--- config.mk ---
export PLATFORM = sky130hd
export DESIGN_NAME = ftab_seg_rd_arb2
export DESIGN_NICKNAME = d
export VERILOG_FILES = /design/src/rtl/ftab_seg_rd_arb2.sv
export SDC_FILE = /design/constraint.sdc
export NUM_CORES = 1
export LEC_CHECK = 0
export CAP_MARGIN = 0
export CORE_AREA = 2 2 53 74
export CTS_CLUSTER_SIZE = 10
export DETAILED_ROUTE_END_ITERATION = 10
export DIE_AREA = 0 0 55 76
export GPL_ROUTABILITY_DRIVEN = 0
export PLACE_DENSITY = 0.83
export SYNTH_ARGS = -nofsm -noshare
export SYNTH_HDL_FRONTEND = slang
export SYNTH_SLANG_ARGS = --single-unit
--- constraint.sdc ---
create_clock -name clock -period 4.3 [get_ports clock]
set_input_delay 0.43 -clock clock [delete_from_list [all_inputs] [get_ports clock]]
set_output_delay 0.43 -clock clock [all_outputs]
set_load 0.01 [all_outputs]
--- src/rtl/ftab_seg_rd_arb2.sv ---
// Two-requester round-robin arbiter onto one shared segment read port.
// An owner FIFO remembers who issued each read (or eos) so returns are routed in issue order.
module ftab_seg_rd_arb2 #(
    parameter int AW = 10,
    parameter int DW = 8,
    parameter int FD = 4
) (
    input  logic          clock,
    input  logic          reset,
    input  logic          r0_addr_e,
    input  logic          r0_addr_v,
    input  logic [AW-1:0] r0_addr,
    output logic          r0_addr_b,
    output logic          r0_data_e,
    output logic          r0_data_v,
    output logic [DW-1:0] r0_data,
    input  logic          r0_data_b,
    input  logic          r1_addr_e,
    input  logic          r1_addr_v,
    input  logic [AW-1:0] r1_addr,
    output logic          r1_addr_b,
    output logic          r1_data_e,
    output logic          r1_data_v,
    output logic [DW-1:0] r1_data,
    input  logic          r1_data_b,
    output logic          segment_r_addr_e,
    output logic          segment_r_addr_v,
    output logic [AW-1:0] segment_r_addr,
    input  logic          segment_r_addr_b,
    input  logic          segment_r_data_e,
    input  logic          segment_r_data_v,
    input  logic [DW-1:0] segment_r_data,
    output logic          segment_r_data_b
);
    // Handshake: a token moves on any stream only in a cycle with v=1 and b=0.
    localparam int PW = $clog2(FD);
    localparam logic [PW:0]   LP_FULL  = (PW+1)'(FD);
    localparam logic [PW:0]   LP_ONE_C = (PW+1)'(1);
    localparam logic [PW-1:0] LP_ONE_P = PW'(1);

    logic [FD-1:0] r_own;
    logic [FD-1:0] r_eos;
    logic [PW-1:0] r_wptr;
    logic [PW-1:0] r_rptr;
    logic [PW:0]   r_cnt;
    logic          r_rr;
    logic [1:0]    r_retired;

    logic          w_full;
    logic          w_empty;
    logic          w_elig0;
    logic          w_elig1;
    logic          w_gnt0;
    logic          w_gnt1;
    logic          w_push;
    logic          w_push_eos;
    logic [AW-1:0] w_gaddr;
    logic          w_head_own;
    logic          w_head_eos;
    logic          w_head_b;
    logic          w_seg_disc;
    logic          w_pop_eos;
    logic          w_pop_dat;
    logic          w_pop;

    assign w_full  = (r_cnt == LP_FULL);
    assign w_empty = (r_cnt == '0);

    // A full FIFO blocks pushes even when a pop happens in the same cycle.
    assign w_elig0 = reset && r0_addr_v && !r_retired[0] && !w_full && (r0_addr_e || !segment_r_addr_b);
    assign w_elig1 = reset && r1_addr_v && !r_retired[1] && !w_full && (r1_addr_e || !segment_r_addr_b);
    assign w_gnt0  = w_elig0 && (!w_elig1 || !r_rr);
    assign w_gnt1  = w_elig1 && (!w_elig0 || r_rr);

    assign w_push     = w_gnt0 || w_gnt1;
    assign w_push_eos = w_gnt1 ? r1_addr_e : r0_addr_e;
    assign w_gaddr    = w_gnt1 ? r1_addr : r0_addr;

    assign r0_addr_b        = !w_gnt0;
    assign r1_addr_b        = !w_gnt1;
    assign segment_r_addr_e = 1'b0;
    assign segment_r_addr_v = w_push && !w_push_eos;
    assign segment_r_addr   = segment_r_addr_v ? w_gaddr : '0;

    assign w_head_own = r_own[r_rptr];
    assign w_head_eos = r_eos[r_rptr];
    assign w_head_b   = w_head_own ? r1_data_b : r0_data_b;

    // Segment-side eos tokens carry no read result; swallow them without touching the FIFO.
    assign w_seg_disc = reset && segment_r_data_v && segment_r_data_e;
    assign w_pop_eos  = reset && !w_empty && w_head_eos && !w_head_b;
    assign w_pop_dat  = reset && !w_empty && !w_head_eos && segment_r_data_v
                        && !segment_r_data_e && !w_head_b;
    assign w_pop      = w_pop_eos || w_pop_dat;

    assign segment_r_data_b = !(w_seg_disc || w_pop_dat);

    always_comb begin
        r0_data_v = 1'b0;
        r0_data_e = 1'b0;
        r0_data   = '0;
        r1_data_v = 1'b0;
        r1_data_e = 1'b0;
        r1_data   = '0;
        if (w_pop) begin
            if (w_head_own) begin
                r1_data_v = 1'b1;
                r1_data_e = w_head_eos;
                r1_data   = w_head_eos ? '0 : segment_r_data;
            end else begin
                r0_data_v = 1'b1;
                r0_data_e = w_head_eos;
                r0_data   = w_head_eos ? '0 : segment_r_data;
            end
        end
    end

    always_ff @(posedge clock or negedge reset) begin
        if (!reset) begin
            r_own     <= '0;
            r_eos     <= '0;
            r_wptr    <= '0;
            r_rptr    <= '0;
            r_cnt     <= '0;
            r_rr      <= 1'b0;
            r_retired <= '0;
        end else begin
            if (w_push) begin
                r_own[r_wptr] <= w_gnt1;
                r_eos[r_wptr] <= w_push_eos;
                r_wptr        <= r_wptr + LP_ONE_P;
                // r_rr=1 means r1 wins the next tie.
                r_rr          <= w_gnt0;
            end
            if (w_gnt0 && r0_addr_e) r_retired[0] <= 1'b1;
            if (w_gnt1 && r1_addr_e) r_retired[1] <= 1'b1;
            if (w_pop) r_rptr <= r_rptr + LP_ONE_P;
            case ({w_push, w_pop})
                2'b10:   r_cnt <= r_cnt + LP_ONE_C;
                2'b01:   r_cnt <= r_cnt - LP_ONE_C;
                default: r_cnt <= r_cnt;
            endcase
        end
    end
endmodule
==> metrics.txt <==
# TYPE chip_impl_metric gauge
chip_impl_metric{name="final-seq-area",unit="µm²"} 450
chip_impl_metric{name="power.internal",unit="W"} 0.000650
chip_impl_metric{name="detail_route.first_pass.iterations",unit=""} 4
chip_impl_metric{name="maximum_fanout_encountered_on_the_critical_timing_path",unit=""} 13
chip_impl_metric{name="synth-adder-area-share",unit="%"} 5.70
chip_impl_metric{name="proportion_of_synthesized_chip_area_in_sequential_cells",unit="%"} 31.1
chip_impl_metric{name="h-tree-depth",unit=""} 1
chip_impl_metric{name="vdd_drop_max",unit="mV"} 0.366
chip_impl_info{name="hp-class",value="reg2reg"} 1
chip_impl_metric{name="fin_setup_tns",unit="ns"} 0
chip_impl_metric{name="fin_skew",unit="ns"} 0.00197
chip_impl_metric{name="synth_largest_type_area_fraction",unit="%"} 31.1
chip_impl_info{name="netlist_top_cells_area",value="sky130_fd_sc_hd__dfrtp_1, sky130_fd_sc_hd__nor2_1, sky130_fd_sc_hd__a211oi_1"} 1
chip_impl_metric{name="p_seq_share",unit="%"} 30.6
chip_impl_metric{name="die_x",unit="µm"} 55
chip_impl_metric{name="post-dp-hpwl",unit="µm"} 3040
chip_impl_metric{name="multiInputGateArea",unit="µm²"} 890
chip_impl_metric{name="first_global_vias",unit=""} 1429
chip_impl_metric{name="multiplexer_share_of_the_synthesized_area",unit="%"} 7.86
chip_impl_metric{name="timing.fmax",unit="MHz"} 308
chip_impl_metric{name="fillerInstances",unit=""} 329
chip_impl_metric{name="max_cap_viol_count",unit=""} 0
chip_impl_metric{name="worst-slew-pin-transition",unit="ns"} 0.576
chip_impl_metric{name="die_h",unit="µm"} 76
chip_impl_metric{name="drtIter0Drc",unit=""} 26
chip_impl_metric{name="routedWlPerCell",unit="µm"} 13.4
chip_impl_metric{name="period_share",unit="%"} 75.6
chip_impl_metric{name="power_switching",unit="W"} 0.000470
chip_impl_metric{name="synth_area_in_xor_xnor",unit="%"} 4.15
chip_impl_info{name="cpLargestDelayFamily",value="compound AO/OA/AOI/OAI gates"} 1
chip_impl_metric{name="core_region_area",unit="mm²"} 0.00358
chip_impl_metric{name="fp-row-count",unit=""} 26
chip_impl_metric{name="drive_above_1_share",unit="%"} 6.61
chip_impl_metric{name="post_cts.resized_instances",unit=""} 0
chip_impl_metric{name="warnings_from_yosys",unit=""} 0
chip_impl_metric{name="final_period_minus_worst_setup_slack",unit="ns"} 3.25
chip_impl_metric{name="finalSetupViolations",unit=""} 0
chip_impl_metric{name="grt_start_max_net_pins",unit=""} 27
chip_impl_metric{name="report.final.slew_viol_count",unit=""} 0
chip_impl_info{name="synthDominantAreaCellType",value="sky130_fd_sc_hd__dfrtp_1"} 1
chip_impl_info{name="grt_setup_unrepaired",value="false"} 1
chip_impl_metric{name="slew_headroom",unit="%"} 61.6
chip_impl_metric{name="syn_nets",unit=""} 217
chip_impl_info{name="combinational_family_with_the_most_area_after_synthesis",value="compound AO/OA/AOI/OAI gates"} 1
chip_impl_metric{name="cellPowerDensity",unit="mW/mm²"} 497
chip_impl_metric{name="cts_max_path_buffers",unit=""} 2
chip_impl_info{name="tritoncts",value="done"} 1
chip_impl_metric{name="initial_utilization",unit="%"} 40.5
chip_impl_metric{name="io-pin-count",unit=""} 74
chip_impl_info{name="dominant_cell_type_by_count_on_the_critical_path",value="sky130_fd_sc_hd__clkdlybuf4s50_1"} 1
chip_impl_info{name="cp_slowest_cell",value="sky130_fd_sc_hd__clkdlybuf4s50_1"} 1
chip_impl_metric{name="routed_wl",unit="µm"} 3800
chip_impl_metric{name="static-leakage-power",unit="nW"} 0.880
chip_impl_metric{name="port-buffer-count",unit=""} 72
chip_impl_metric{name="clock-sinks",unit=""} 18
chip_impl_metric{name="syn_area_per_cell",unit="µm²"} 8.42
chip_impl_metric{name="post_synth_and_or_nand_nor_area_fraction",unit="%"} 20.3
chip_impl_metric{name="power.share.combinational",unit="%"} 57.1
chip_impl_info{name="reg2reg_from",value="r_rptr[0]"} 1
chip_impl_metric{name="finish.net_count",unit=""} 288
chip_impl_metric{name="drc",unit=""} 0
chip_impl_info{name="root_buffer_master",value="sky130_fd_sc_hd__clkbuf_8"} 1
chip_impl_metric{name="globalRouteOverflowTotal",unit=""} 0
chip_impl_metric{name="synth.cell_area",unit="mm²"} 0.00145
chip_impl_metric{name="floorplan.die_area",unit="mm²"} 0.00418
chip_impl_metric{name="numCtsBuffers",unit=""} 3
chip_impl_metric{name="critical_path_buf_inv_count",unit=""} 2
chip_impl_metric{name="grt_antenna_before_repair",unit=""} 0
chip_impl_metric{name="area_growth",unit="%"} 55.6
chip_impl_metric{name="synth.ff_latch_count",unit=""} 18
chip_impl_metric{name="synth_compound_gate_area_share",unit="%"} 23.1
chip_impl_metric{name="cp_data_arrival_time",unit="ns"} 2.82
chip_impl_metric{name="sw_frac_of_total",unit="%"} 42.0
chip_impl_metric{name="critical_path_required_time",unit="ns"} 3.87
chip_impl_metric{name="final_design_area_no_fill",unit="mm²"} 0.00225
chip_impl_metric{name="number_of_buffers_added_to_fix_hold_violations_after_cts",unit=""} 0
chip_impl_metric{name="postSynthCellCount",unit=""} 172
chip_impl_info{name="critical_path.endpoint_type",value="output port"} 1
chip_impl_metric{name="ant_nets",unit=""} 0
chip_impl_info{name="cp-start-kind",value="primary input"} 1
chip_impl_metric{name="grt_use_total",unit="%"} 18.7
chip_impl_metric{name="cts.clk_slew.worst_paths",unit="ns"} 0.07
chip_impl_metric{name="via_count",unit=""} 1528
chip_impl_info{name="critPathLaunch",value="r0_addr_e"} 1
chip_impl_metric{name="p_total",unit="W"} 0.00112
chip_impl_info{name="worstSetupPathType",value="in2out"} 1
chip_impl_metric{name="fin_hold_viols",unit=""} 0
chip_impl_metric{name="post_dp_cell_area",unit="mm²"} 0.00220
chip_impl_metric{name="drt-vias-per-instance",unit=""} 5.38
chip_impl_info{name="path_cells",value="clkdlybuf4s50_1, nand2b_1, a311o_1, o22a_1, a211oi_1, clkdlybuf4s50_1"} 1
chip_impl_metric{name="clkLatencyLatePin",unit="ns"} 0.26
chip_impl_metric{name="first_pass_grt_wire_length",unit="µm"} 6000
chip_impl_metric{name="worst_path_largest_cell_delay",unit="ns"} 0.58
chip_impl_metric{name="synth_cell_types",unit=""} 42
chip_impl_metric{name="holdWs",unit="ns"} 0.459
chip_impl_metric{name="p_clk_share",unit="%"} 12.3
chip_impl_metric{name="cts.repair_timing.setup_buffer_count",unit=""} 0
chip_impl_info{name="run_status",value="complete, no violations"} 1
chip_impl_metric{name="antenna_cells_inserted",unit=""} 0
chip_impl_info{name="hp-start",value="r_retired[1]"} 1
synth_stat cells (all sizes together):
library cell  count
nor3              2
a211oi           10
inv              15
nand3            12
buf               5
conb              1
o21a              1
a21o              2
nand2            13
o311a             1
fa                1
o211ai            1
clkbuf            5
ha                5
nor2             21
mux4              2
xor2              2
nand3b            1
o21ai            12
nand2b            3
mux2              2
a31oi             8
mux2i             3
or3               1
o311ai            1
o2bb2ai           5
a311oi            1
o22a              1
nor2b             3
and3              4
dfrtp            18
o31ai             1
and2              1
a311o             1
nor3b             1
o31a              2
xnor2             4
power by group through the flow:
stage	Sequential (W)	Clock (W)	Combinational, W
floorplan	0.000309	0	0.000477
global placement	0.000344	0	0.000626
detailed placement	0.000348	0	0.000639
CTS	0.000344	0.000140	0.000644
global route	0.000360	0.000146	0.000715
finish	0.000343	0.000137	0.000639
kinds of logic after synthesis:
family / Yosys count
XOR/XNOR: 6
other: 1
buffers and inverters: 25
AO/OA/AOI/OAI: 47
multiplexers: 7
AND/OR/NAND/NOR: 62
flip-flops: 18
adder cells (fa/ha/maj): 6
path summary, 6_finish.rpt:
| kind | cells after the start | slack [ns] | to |
|---|---|---|---|
| setup / recovery | 6 | 1.05 | segment_r_addr[0] |
| hold / removal | 1 | 0.46 | r_retired[1] |
| setup reg to reg | 9 | 1.65 | r_cnt[2] |
| hold reg to reg | 1 | 0.46 | r_retired[1] |
| max in group asynchronous | 2 | 3.27 | r_own[1] |
| min in group asynchronous | 1 | 0.50 | r_retired[1] |
placed cells by master, fill, tap and decap left out, drive strengths merged, types with 2 or more instances in the layout:
cell            n
inv            15
buf             4
ha              5
mux2i           3
nand3          12
xor2            2
a21o            2
o21ai          12
nor2           21
xnor2           4
a211oi         10
a31oi           8
dfrtp          18
clkbuf          4
nor2b           3
mux2            2
nand2          13
mux4            2
and3            4
nand2b          3
o31a            2
o2bb2ai         5
nor3            2
clkdlybuf4s50  72
final cells by class:
type,instances,share of cell area (%)
well taps,42,2.33
repair buffers,76,33.3
inverters,15,2.50
multi-input cells,129,39.5
clock buffers,4,2.44
flip-flops and latches,18,20.0
worst register-to-register path: stages, from the launching register on:
cell                      delay, ns
sky130_fd_sc_hd__dfrtp_1       0.49
sky130_fd_sc_hd__mux4_2        0.64
sky130_fd_sc_hd__mux2i_4       0.22
sky130_fd_sc_hd__and2_4        0.19
sky130_fd_sc_hd__ha_1          0.18
sky130_fd_sc_hd__inv_1         0.06
sky130_fd_sc_hd__fa_1          0.37
sky130_fd_sc_hd__xor2_1        0.17
sky130_fd_sc_hd__nor2_1        0.12
sky130_fd_sc_hd__xnor2_1       0.13
sequential cells by signal (all words and copies together) (netlist names):
name / cells
r_retired: 2
r_rptr: 2
r_rr: 1
r_own: 4
r_wptr: 2
r_eos: 4
r_cnt: 3
stage by stage:
step	utilization (%)	std cells	worst slack, ns
after detailed placement	61.5	280	1.05
after floorplan	-	172	1.88
after global routing	63.0	284	0.881
after global placement	61.5	280	1.12
after CTS	63.0	284	1.05
final	63.0	284	1.05
layer usage:
| layer | vias to the layer above | wire (µm) | GRT usage, % |
|---|---|---|---|
| met2 | 47 | 2000 | 33.8 |
| li1 | 753 | - | - |
| met1 | 721 | 1520 | 20.7 |
| met5 | - | 0 | 0 |
| met4 | 0 | 55 | 7.32 |
| met3 | 7 | 224 | 2.55 |
Power figures use the tool's default switching activity.
